===== src/rtl/gnrl_rr_arb_stage.sv =====
// N-way round-robin arbiter feeding a single registered valid/ready output stage.
// The grant search starts at the requester after the last one accepted.
module gnrl_rr_arb_stage #(
  parameter int N   = 4,
  parameter int DW  = 32,
  parameter int IDW = 2
) (
  input  logic            clk,
  input  logic            rst_n,
  input  logic [N-1:0]    i_vld,
  output logic [N-1:0]    i_rdy,
  input  logic [N*DW-1:0] i_dat,
  output logic            o_vld,
  input  logic            o_rdy,
  output logic [DW-1:0]   o_dat,
  output logic [IDW-1:0]  o_id
);

  logic [IDW-1:0] ptr_reg;
  logic [IDW-1:0] ptr_next;
  logic           stg_en;
  logic           found;
  logic [IDW-1:0] gnt_id;
  logic [N-1:0]   gnt;
  logic           in_hs;
  logic [DW-1:0]  sel_dat;
  logic [DW-1:0]  dat_arr [N];
  logic [IDW:0]   cand    [N];

  // cand[gi] is the requester index visited at search position gi, i.e. (ptr + gi) mod N
  generate
    for (genvar gi = 0; gi < N; gi++) begin : g_req
      logic [IDW:0] sum;
      assign sum          = {1'b0, ptr_reg} + (IDW+1)'(gi);
      assign cand[gi]     = (sum >= (IDW+1)'(N)) ? (sum - (IDW+1)'(N)) : sum;
      assign dat_arr[gi]  = i_dat[gi*DW +: DW];
      assign gnt[gi]      = found && (gnt_id == IDW'(gi));
    end
  endgenerate

  always_comb begin
    found  = 1'b0;
    gnt_id = '0;
    for (int off = 0; off < N; off++) begin
      if (!found && i_vld[cand[off][IDW-1:0]]) begin
        found  = 1'b1;
        gnt_id = cand[off][IDW-1:0];
      end
    end
  end

  always_comb begin
    sel_dat = '0;
    for (int k = 0; k < N; k++) begin
      if (gnt[k]) sel_dat |= dat_arr[k];
    end
  end

  // rst_n gates ready so no handshake is seen while reset is held
  assign stg_en   = ~o_vld | o_rdy;
  assign i_rdy    = gnt & {N{stg_en & rst_n}};
  assign in_hs    = |i_rdy;
  assign ptr_next = (gnt_id == IDW'(N-1)) ? '0 : gnt_id + IDW'(1);

  always_ff @(posedge clk or negedge rst_n) begin
    if (!rst_n) begin
      o_vld   <= 1'b0;
      o_dat   <= '0;
      o_id    <= '0;
      ptr_reg <= '0;
    end else if (in_hs) begin
      o_vld   <= 1'b1;
      o_dat   <= sel_dat;
      o_id    <= gnt_id;
      ptr_reg <= ptr_next;
    end else if (o_rdy) begin
      o_vld   <= 1'b0;
    end
  end

endmodule


===== config.mk =====
export PLATFORM = sky130hd
export DESIGN_NAME = gnrl_rr_arb_stage
export DESIGN_NICKNAME = d
export VERILOG_FILES = /design/src/rtl/gnrl_rr_arb_stage.sv
export SDC_FILE = /design/constraint.sdc
export NUM_CORES = 1
export LEC_CHECK = 0
export ABC_AREA = 1
export BUFFER_PORTS_ARGS = -buffer_cell sky130_fd_sc_hd__clkbuf_2
export CAP_MARGIN = 0
export CELL_PAD_IN_SITES_DETAIL_PLACEMENT = 0
export CELL_PAD_IN_SITES_GLOBAL_PLACEMENT = 1
export CORE_MARGIN = 2
export CORE_UTILIZATION = 26
export CTS_CLUSTER_SIZE = 14
export DETAILED_ROUTE_END_ITERATION = 6
export PLACE_DENSITY = 0.83
export SLEW_MARGIN = 30
export SYNTH_ARGS = -nofsm -noshare
export SYNTH_HDL_FRONTEND = slang
export SYNTH_SLANG_ARGS = --single-unit

===== constraint.sdc =====
create_clock -name clk -period 2.6 [get_ports clk]
set_input_delay 0 -clock clk [delete_from_list [all_inputs] [get_ports clk]]
set_output_delay 0 -clock clk [all_outputs]
set_load 0.005 [all_outputs]

* Yosys cells after proc, flatten, opt, wreduce, memory -nomap -nowiden
Cells that the tools add are included.
** Operators by class
- Add/sub/neg operators :: 8
- $lt $le $gt $ge :: 8
- Eq/ne operators :: 3
- Muxes and demuxes :: 27
- Bitwise logic cells :: 7
- Reductions and logical operators :: 13
** Operators with widths (number)
- 2-to-1 mux 32 bit :: 4
- OR 32 bit :: 3
- 2-to-1 mux 2 bit :: 9
- less-than comparator 2 x 3 -> 1 bit (second input constant) :: 4
- 2-to-1 mux 1 bit :: 10
- >= comparator 3 bit (second input constant) :: 3
- binary-select mux 1 bit (select 2 bit) :: 4
- subtractor 2 x 1 -> 2 bit (second input constant) :: 4
- logical AND 1 bit :: 7
- adder 2 x 2 -> 3 bit (second input constant) :: 2
- AND 4 bit :: 1
- equality test 2 bit (second input constant) :: 2
- OR reduction 4 bit :: 1
- adder 2 x 1 -> 3 bit (second input constant) :: 1
- >= comparator 2 x 3 -> 1 bit (second input constant) :: 1
- zero test 1 bit :: 3
- adder 2 x 1 -> 2 bit (second input constant) :: 1
- equality test 2 x 1 -> 1 bit (second input constant) :: 1
- zero test 2 bit :: 1
- nonzero test 2 bit :: 1
- AND 1 bit :: 1
- NOT 1 bit :: 1
- OR 1 bit :: 1
** Storage, ports and cells
- Register bits after elaboration :: 37
- Input bits :: 135
- Output and inout bits :: 39
- Logic and storage cells :: 70

* Logic depth before layout (Yosys ltp)
Gate-level depths: netlist of run 1.
- Depth after elaboration :: 23
- Gate-level depth with buffers :: 20
- Mapped depth without buffers :: 17

* Least setup slack after synthesis of run 1
No wires, ideal clock.
- Kind :: reg2reg
- From :: register ptr_reg[0]
- To :: register o_dat[12]
- Arrival time :: 2.446 ns
- Data required time :: 2.481 ns
- Slack :: 0.035 ns
- Stages on the path, launching flop included :: 19
- Path buffers :: 5
- Period minus slack after synthesis :: 2.565 ns
- Cell sequence :: dfrtp_1 buf_6 inv_4 nand2_1 nand3_1 nand2_1 nor2_4 nand3_4 buf_6 nand3_1 inv_1 ha_1 clkbuf_1 o211ai_1 nand2_1 buf_6 buf_6 o21ai_2 nand2_1
** On the way
- Word-level cells in the longest chain between the ends :: 23
- Elaborated cells on any way between the ends :: 54
- Classes of those cells :: add/sub (7); order compare (4); eq/ne (3); mux (24); bitwise (4); reduce/logical (12)
** RTL lines
- from (decl) :: RTL line 19 : logic [IDW-1:0] ptr_reg;
- from (signal assigned) :: RTL line 75 : ptr_reg <= ptr_next;
- branches (longest 13 deep; another with adder 2 x 1 -> 3 bit)
- 2-to-1 mux 2 bit * :: RTL line 45 : if (!found && i_vld[cand[off][IDW-1:0]]) begin
- named net gnt_id[0] :: RTL line 23 : logic [IDW-1:0] gnt_id;
- zero test 2 bit :: RTL line 37 : assign gnt[gi] = found && (gnt_id == IDW'(gi));
- logical AND 1 bit :: RTL line 37
- 2-to-1 mux 32 bit :: RTL line 55 : if (gnt[k]) sel_dat |= dat_arr[k];
- OR 32 bit :: RTL line 55
- 2-to-1 mux 32 bit :: RTL line 55
- OR 32 bit :: RTL line 55
- 2-to-1 mux 32 bit :: RTL line 55
- OR 32 bit :: RTL line 55
- 2-to-1 mux 32 bit :: RTL line 55
- to (signal assigned) :: RTL line 73 : o_dat <= sel_dat;
- to (decl) :: RTL line 15 : output logic [DW-1:0] o_dat,
Mark *: on every way through the listed nets, which the timed path passes. The select of a mux whose other input is x is not followed.
A chain may end at the register's enable or synchronous reset.

* Worst setup path in the final report of run 1
- From :: register ptr_reg[0]
- To :: register o_dat[4]
The elaborated chain is that of the path after synthesis.

==> run metrics, run 1 <==
outcome=finished clean; Routed Antenna Nets=0; Die X=109 um; drt total wl=between 10000 and 15000 um; fraction of layout cells with a size suffix above 1=46.1%; Critical Path Sink Type=flip-flop; top cells by area, synth=dfrtp_1 32%, nand3_1 23%, nand2_1 22%; Largest register FFs=32; Hold Startpoint=i_dat[70]; worst path arrival time=approximately 2700 ps; Via Count=between 3000 and 4000; Syn Nets=586; Slew Limit Fails=0; Hold WS=51.1 ps; Hold WC Path Type=in2reg; # clock sinks=37; initial core utilization=between 20% and 30%; Crit Path Class=reg2reg; ys async rst share=100%; Yosys reg bits=37; clk_skew=~6 ps; Max Cap Viol=0; yosys warns=0; fin crit period=around 2500 ps; most frequent cells in the layout=173 x clkbuf_2, 138 x nand2_1, 131 x nand3_1; most common cell after layout, fill and taps aside=clkbuf_2; Initial DRC Count=208; Unique masters post-synth=23; top cell type's share of synthesized area=between 30% and 40%; Worst-Skew Late Latency=280 ps; RePlAce Congestion=slightly above 0.8; Mean Syn Cell Area=~6.5 um^2; I/O pins=approximately 170; FP Rows=38; hold path depth=5; number of global-route vias before repair=about 3100; CTS Buf Count=5; n_diodes=0; via/cell ratio=about 4.8; worst hold path endpoint=o_dat[6]$_DFFE_PN0P_; post-synth top area cell=dfrtp_1; RSZ-0062 raised after global routing=true; sequential share of the synthesized area=32.1%; Slowest cell on crit path=dfrtp_2; die area=12000 um^2; Max transition margin=between 60 and 70%; setup violators final=0; grt total ovfl=0; P&R area growth vs syn=55.8%; initial antenna violation count=0; H-tree levels=2; DP HPWL=between 7000 and 8000 um; Worst Path Max Fanout=6; TritonCTS clock tree=yes; Max Fclk=0.394 GHz; die height=109 um; port bufs=around 170; RR Startpoint=ptr_reg[0]$_DFFE_PN0P_; Critical Path Source Type=flip-flop; core area=~11000 um^2; Fin. Hold Viols=0; R2R Path End=o_dat[4]$_DFFE_PN0P_; Synth Flop Type=dfrtp_1; cells after synthesis=447; worst slew pin tran=between 500 and 600 ps; fillers=~1100; Global Route Usage Sum=between 10% and 20%; Netlist Area Pre-Place=2890 um^2; Clock transition at path regs=approximately 70 ps; final core occ=about two fifths; r2r setup slk=between 60 and 70 ps; routed wire length per instance=13.6 um; Clock Tree Root=clkbuf_8; Remaining DRCs=0; Max clock buf depth=2; largest net degree at the start of global routing=71; Final Cycle Share=between 90% and 100%; Req. time, crit path=2760 ps; EDFF count, synth=0; Cell Chain, Critical Path=buf_6 > nand2_2 > nand2_2 > nand2_2 > nand2_4 > nor2_4 > nand2_2 > nand3_1 > nand3_2 > inv_2 > ha_4 > o211ai_1 > buf_4 > nand2_8 > inv_8 > clkbuf_16 > nand2_2 > nand2_1; first-pass GRT wire length=14500 um; Worst Reg-to-Reg Cells=18; Crit path top cell by count=nand2_2; drt pass-1 iters=4; nets@finish=767; CP max stage delay=between 400 and 500 ps
==> synthesized netlist by cell type, types with 3 or more instances <==
cell      count
buf_1         5
o21ai_2      18
buf_4         3
clkbuf_1     18
o21ai_0       4
nand2_1     170
dfrtp_1      37
o21ai_1      16
buf_2         7
buf_6         5
nor2_1        6
inv_1         9
nand3_1     134
ha_1          4
==> critical path, delay by kind of cell, from the launching register on <==
family                   cells  cell delay (ps)
AO/OA/AOI/OAI                1               90
buffers and inverters        5              720
adder cells (fa/ha/maj)      1              160
flip-flops                   1              460
AND/OR/NAND/NOR             11              970
==> routing by layer <==
layer	global-route usage (%)	share of wire [%]	up-vias
met5	0	0	-
met4	3.80	1.1	0
met3	3.26	6.8	10
met2	26.9	49	153
met1	18.4	43	1685
li1	-	-	1853
==> how the worst max path moves through the flow <==
stage	end	slack, ps	depth (start not counted)	start
final	o_dat[4]$_DFFE_PN0P_	60	18	ptr_reg[0]$_DFFE_PN0P_
after global routing	i_rdy[1]	-80	16	ptr_reg[1]$_DFFE_PN0P_
after CTS	o_vld$_DFFE_PN0P_	0.1	17	ptr_reg[0]$_DFFE_PN0P_
after detailed placement	o_dat[7]$_DFFE_PN0P_	-100	18	ptr_reg[0]$_DFFE_PN0P_
after global placement	o_vld$_DFFE_PN0P_	60	17	ptr_reg[0]$_DFFE_PN0P_
after floorplan	o_dat[12]$_DFFE_PN0P_	30	18	ptr_reg[0]$_DFFE_PN0P_
==> area by class of cell <==
| cell class | count | area (um^2) | share of cell area [%] |
|---|---|---|---|
| timing repair buffer | 211 | 1350 | 30.0 |
| tap | 140 | 175 | 3.90 |
| inverter | 11 | 51.3 | 1.14 |
| sequential | 37 | 927 | 20.6 |
| multi-input combinational | 362 | 1910 | 42.5 |
| clock buffer | 8 | 80.1 | 1.78 |
==> logic make-up after synthesis <==
group / count (synthesis) / synth area share [%]
fa+ha+maj: 4 / 1.73
simple gates: 317 / 48.3
flops: 37 / 32.1
compound gates: 40 / 9.45
buf+inv: 49 / 8.46
==> metrics by stage <==
step	cell area [um^2]	setup WS, ps	TNS, ps	cells
final	4500	62.2	0	769
after global placement	3900	57.3	0	738
after global routing	4500	-75.3	-1310	769
after floorplan	2890	34.8	0	447
after detailed placement	3900	-102	-2260	738
after CTS	4030	0.117	0	750
==> repair_timing <==
action | 4_1_cts | 5_1_grt
gates resized for setup | 6 | 65
cloned | 0 | 10
endpoints found under the setup margin | 39 | 40
buffers inserted | 2 | 9
hold buffers | 2 | 0
pin swaps | 2 | 17
hold endpoints to repair | 38 | 0
Power of run 1 is left out: the tool's default activity adds up to more than one toggle a clock period on the data nets, which glitch-free logic cannot reach.
==> run 2, diff against run 1 <==
--- a/config.mk
+++ b/config.mk
@@ -6,7 +6,7 @@
 export NUM_CORES = 1
 export LEC_CHECK = 0
 export ABC_AREA = 1
-export BUFFER_PORTS_ARGS = -buffer_cell sky130_fd_sc_hd__clkbuf_2
+export BUFFER_PORTS_ARGS = -buffer_cell sky130_fd_sc_hd__buf_4
 export CAP_MARGIN = 0
 export CELL_PAD_IN_SITES_DETAIL_PLACEMENT = 0
 export CELL_PAD_IN_SITES_GLOBAL_PLACEMENT = 1
@@ -14,6 +14,7 @@
 export CORE_UTILIZATION = 26
 export CTS_CLUSTER_SIZE = 14
 export DETAILED_ROUTE_END_ITERATION = 6
+export HOLD_SLACK_MARGIN = 0.15
 export PLACE_DENSITY = 0.83
 export SLEW_MARGIN = 30
 export SYNTH_ARGS = -nofsm -noshare
==> run 2 against run 1 <==
Against the previous run: the flow now finishes with violations (setup timing); hold slack gained 280 ps; die area stayed put; final area grew 37%; critical path depth down 1; count of clock-buffer cells in the layout shrank 1; register-to-register slack got worse by 110 ps; global-route usage up 5.4 points; clock skew up 1.3 ps; fmax fell by 4.1%; critical path type unchanged; critical endpoint is now o_dat[18]$_DFFE_PN0P_; highest routed layer unchanged.
==> run metrics, run 2 (synthesis results as in run 1) <==
initial antenna violation count=0; number of global-route vias before repair=about 4300; Req. time, crit path=2770 ps; most frequent cells in the layout=190 x buf_4, 138 x nand2_1, 130 x dlygate4sd3_1; H-tree levels=2; drt pass-1 iters=7; TritonCTS clock tree=yes; most common cell after layout, fill and taps aside=buf_4; fraction of layout cells with a size suffix above 1=about two fifths; initial core utilization=a little over a quarter; Largest register FFs=32; DP HPWL=7430 um; Global Route Usage Sum=20.4%; Final WS setup=-45.1 ps; placed cell count=roughly 740; Die X=109 um; sw frac=between 50% and 60%; P&R area growth vs syn=114%; Clock Tree Root=clkbuf_8; area of the multi-input gates=~1900 um^2; grt total ovfl=0; clk_skew=7.31 ps; pwr dens=1550 nW/um^2; area post-placement=4330 um^2; Clk pwr share=4.2%; CTS Buf Count=5; Seq pwr share=11.3%; Leak Pwr=3.21 nW; Gate power share=84.5%; first-pass GRT wire length=about 20000 um; port bufs=approximately 170; worst slew pin tran=between 500 and 600 ps; I/O pins=between 150 and 200; Final Cycle Share=102%; nets@finish=about 890; final core occ=57.0%; Worst Reg-to-Reg Cells=17; register area=around 930 um^2; Max Cap Viol=0; Worst Path Max Fanout=5; routed wire length per instance=about 16 um; Hold WC Path Type=in2async; # clock sinks=37; Max clock buf depth=2; R2R Path End=o_dat[18]$_DFFE_PN0P_; r2r setup slk=-50 ps; Clock transition at path regs=70 ps; Post-Layout Cell Count=894; Fin. Hold Viols=0; Max transition margin=~65%; maximum vdd ir drop=0.00117 V; Remaining DRCs=0; largest net degree at the start of global routing=roughly 140; die area=~12000 um^2; violated checks=setup timing; cell area after layout=about 6200 um^2; RSZ-0062 raised after global routing=true; cell-internal power=4.62 mW; Critical Path Sink Type=flip-flop; RePlAce Congestion=between 0.7 and 0.8; net switching power=~5 mW; RR Startpoint=ptr_reg[0]$_DFFE_PN0P_; drt total wl=14100 um; Routed Antenna Nets=0; FP Rows=38; Initial DRC Count=between 200 and 300; setup TNS=-248 ps; outcome=complete, but fails checks; worst path arrival time=between 2000 and 3000 ps; Critical Path Source Type=flip-flop; n_diodes=0; setup violators final=10; Slew Limit Fails=0; die height=~110 um; via/cell ratio=between 4 and 5; fillers=roughly 960; core area=between 10000 and 15000 um^2; Worst-Skew Late Latency=280 ps; fin crit period=2650 ps; Max Fclk=~0.38 GHz; Via Count=4376; Crit Path Class=reg2reg
run 2: repair_timing:
item / CTS / global route
hold buffers: 130 / 0
gates cloned: 0 / 7
endpoints found under the hold margin: 70 / 0
setup endpoints to repair: 38 / 41
buffers inserted: 2 / 9
resized for setup: 1 / 72
pin swaps: 0 / 15
run 2: metrics by stage:
step | setup WS [ps] | hold slack (ps) | total power, mW
5_1_grt | -250 | 391 | 10.5
2_1_floorplan | 34.8 | -296 | 5.38
3_5_place_dp | -42.7 | 115 | 7.29
4_1_cts | 0.324 | 354 | 7.89
6_report | -45.1 | 331 | 9.60
3_3_place_gp | 86.7 | 104 | 7.21
run 2: final cells by class:
type / instances / area share (%)
Multi-Input combinational cell: 361 / 31.0
Timing Repair Buffer: 338 / 48.9
Clock buffer: 7 / 1.40
Inverter: 11 / 0.871
Sequential cell: 37 / 15.0
Tap cell: 140 / 2.84
run 2: how the worst max path moves through the flow:
stage | start | endpoint | slack (ps) | depth (start not counted)
global placement | ptr_reg[0]$_DFFE_PN0P_ | o_dat[7]$_DFFE_PN0P_ | 90 | 18
floorplan | ptr_reg[0]$_DFFE_PN0P_ | o_dat[12]$_DFFE_PN0P_ | 30 | 18
CTS | ptr_reg[0]$_DFFE_PN0P_ | o_dat[18]$_DFFE_PN0P_ | 0.3 | 17
detailed placement | ptr_reg[0]$_DFFE_PN0P_ | o_dat[31]$_DFFE_PN0P_ | -40 | 17
global route | ptr_reg[0]$_DFFE_PN0P_ | o_dat[14]$_DFFE_PN0P_ | -250 | 17
finish | ptr_reg[0]$_DFFE_PN0P_ | o_dat[18]$_DFFE_PN0P_ | -50 | 17
run 2: critical path: stages, from the launching register on:
cell and delay, ps:
dfrtp_2 460, buf_6 150, nand2_4 70, nand2_4 60
nand2_2 90, nand2_2 80, nor2_4 160, buf_6 110
nand4_1 140, nand2_4 140, inv_4 60, ha_4 160
o211ai_1 220, nand2_2 190, buf_12 180, clkbuf_16 150
o21ai_2 50, nand2_1 60
run 2: layer usage:
| layer | track usage, % | share of wire (%) |
|---|---|---|
| met5 | 0 | 0 |
| met4 | 8.59 | 3.4 |
| met3 | 4.51 | 6.1 |
| met2 | 38.1 | 52 |
| met1 | 22.1 | 39 |
run 2: power by group through the flow:
| stage | clock network (mW) | logic [mW] | registers [mW] |
|---|---|---|---|
| after global placement | 0 | 6.15 | 1.07 |
| after detailed placement | 0 | 6.22 | 1.08 |
| after CTS | 0.419 | 6.40 | 1.07 |
| after floorplan | 0 | 4.31 | 1.06 |
| after global routing | 0.448 | 8.91 | 1.12 |
| final | 0.403 | 8.11 | 1.09 |
Note: power is estimated with default switching activity, not from simulation.
==> run 3, diff against run 2 <==
--- a/config.mk
+++ b/config.mk
@@ -16,6 +16,7 @@
 export DETAILED_ROUTE_END_ITERATION = 6
 export HOLD_SLACK_MARGIN = 0.15
 export PLACE_DENSITY = 0.83
+export SKIP_LAST_GASP = 1
 export SLEW_MARGIN = 30
 export SYNTH_ARGS = -nofsm -noshare
 export SYNTH_HDL_FRONTEND = slang
==> run 3 against run 2 <==
Against the previous run: the run still ends with setup timing left; global-route usage did not move; non-clock buffer count unchanged; worst setup slack improved by 1.7 ps; clock skew barely moved; utilization down 0.12 points; combinational power is 0.5% lower; routed wire length hardly changed; final area fell by 0.20%; hold slack barely moved; final cell count did not move; critical path type unchanged; largest power group unchanged.
==> run metrics, run 3 (synthesis results as in run 1) <==
# clock sinks=37; CP max stage delay=around 460 ps; WP depth=17; R2R Path End=o_dat[18]$_DFFE_PN0P_; nets@finish=893; FP Rows=38; Clock transition at path regs=roughly 70 ps; Leak Pwr=3.21 nW; fillers=roughly 960; P&R area growth vs syn=114%; core area=approximately 11000 um^2; Clock Tree Root=clkbuf_8; maximum vdd ir drop=0.00117 V; Initial DRC Count=283; Largest register FFs=32; setup TNS=-237 ps; Final WS setup=-43.4 ps; first-pass GRT wire length=around 20000 um; TritonCTS clock tree=yes; Clk pwr share=under 10%; Post-Layout Cell Count=894; Pwr Total=approximately 9.6 mW; via/cell ratio=between 4 and 5; H-tree levels=2; M3 GR Usage=approximately 4.5%; CTS Buf Count=5; Critical Path Source Type=flip-flop; Max clock buf depth=2; area of the multi-input gates=around 1900 um^2; worst slew pin tran=approximately 520 ps; Buf+Inv Stages, Crit Path=5; Max Cap Viol=0; pwr dens=1550 nW/um^2; Fin. Hold Viols=0; n_diodes=0; most common cell after layout, fill and taps aside=buf_4; Gate power share=84.5%; clk_skew=about 7 ps; most frequent cells in the layout=190 x buf_4, 143 x nand2_1, 130 x dlygate4sd3_1; Global Route Usage Sum=20.4%; family with the most delay on the worst path=simple AND/OR/NAND/NOR gates; Via Count=~4400; initial core utilization=26.6%; net switching power=4.95 mW; setup violators final=10; Slew Limit Fails=0; number of global-route vias before repair=approximately 4300; Remaining DRCs=0; met2 usage=about two fifths; gr busiest metal=met2; Worst-Skew Late Latency=between 200 and 300 ps; drt pass-1 iters=7; die area=12000 um^2; Max transition margin=about two thirds; Req. time, crit path=~2800 ps; Crit Path Class=reg2reg; die height=approximately 110 um; fraction of layout cells with a size suffix above 1=37.4%; Die X=around 110 um; Worst Reg-to-Reg Cells=17; Final Cycle Share=102%; register area=927 um^2; met1 Resource Use GR=between 20% and 30%; Critical Path Sink Type=flip-flop; RePlAce Congestion=about 0.76; Seq pwr share=about 11%; RR Startpoint=ptr_reg[0]$_DFFE_PN0P_; Hold WS=between 300 and 400 ps; grt total ovfl=0; DP HPWL=about 7400 um; placed cell count=739; outcome=complete, but fails checks; largest net degree at the start of global routing=about 140; Cell Chain, Critical Path=buf_6 > nand2_4 > nand2_4 > nand2_2 > nand2_2 > nor2_4 > buf_6 > nand4_1 > nand2_4 > inv_4 > ha_4 > o211ai_1 > nand2_2 > buf_12 > clkbuf_16 > o21ai_2 > nand2_1; r2r setup slk=-40 ps; I/O pins=174; initial antenna violation count=0; drt total wl=approximately 14000 um; RSZ-0062 raised after global routing=true; Hold WC Path Type=in2async; violated checks=setup timing; routed wire length per instance=about 16 um; cell-internal power=~4.6 mW; final core occ=a little under three fifths; Routed Antenna Nets=0; Slowest cell on crit path=dfrtp_2; Max Fclk=~0.38 GHz; fin crit period=approximately 2600 ps; port bufs=173; Worst Path Max Fanout=5; sw frac=between 50% and 60%; worst path arrival time=2810 ps
## run 3: worst reg2reg max path, delay by kind of cell (launching register included)
kind | cells | cell delay (ps)
compound gates | 2 | 270
buf+inv | 5 | 650
simple gates | 9 | 990
flops | 1 | 460
fa+ha+maj | 1 | 160
## run 3: layout make-up
class | instances | area share [%]
clock buffers | 7 | 1.40
inverters | 11 | 0.873
multi-input cells | 361 | 30.8
flip-flops and latches | 37 | 15.0
well taps | 140 | 2.84
repair buffers | 338 | 49.0
## run 3: worst max path at each step
stage,from,endpoint,slack [ps]
after floorplan,ptr_reg[0]$_DFFE_PN0P_,o_dat[12]$_DFFE_PN0P_,30
after global placement,ptr_reg[0]$_DFFE_PN0P_,o_dat[7]$_DFFE_PN0P_,90
after detailed placement,ptr_reg[0]$_DFFE_PN0P_,o_dat[31]$_DFFE_PN0P_,-40
after CTS,ptr_reg[0]$_DFFE_PN0P_,o_dat[18]$_DFFE_PN0P_,0.3
after global routing,ptr_reg[0]$_DFFE_PN0P_,o_dat[14]$_DFFE_PN0P_,-250
final,ptr_reg[0]$_DFFE_PN0P_,o_dat[18]$_DFFE_PN0P_,-40
## run 3: layer usage
| layer | part of all wire [%] | routed length, um | up-vias |
|---|---|---|---|
| li1 | - | - | 2093 |
| met1 | 39 | 5440 | 2028 |
| met2 | 51 | 7200 | 218 |
| met3 | 6.7 | 940 | 51 |
| met4 | 3.7 | 520 | 0 |
| met5 | 0 | 0 | - |
## run 3: through the flow
stage / area, um^2 / worst slack (ps)
floorplan: 2890 / 34.8
global placement: 4330 / 86.7
detailed placement: 4330 / -42.7
CTS: 5730 / 0.324
global route: 6170 / -250
finish: 6170 / -43.4
## run 3: power groups by stage
| stage | Combinational (mW) | Sequential (mW) | Clock (mW) |
|---|---|---|---|
| CTS | 6.40 | 1.07 | 0.419 |
| global route | 8.88 | 1.11 | 0.448 |
| finish | 8.07 | 1.08 | 0.403 |
| global placement | 6.15 | 1.07 | 0 |
| floorplan | 4.31 | 1.06 | 0 |
| detailed placement | 6.22 | 1.08 | 0 |
## run 3: repair_timing
item                                   CTS  global route
pin swaps                                0            15
setup endpoints to repair               38            41
resized for setup                        1            67
gates cloned                             0             7
hold buffers                           130             0
setup buffers                            2             9
endpoints found under the hold margin   70             0
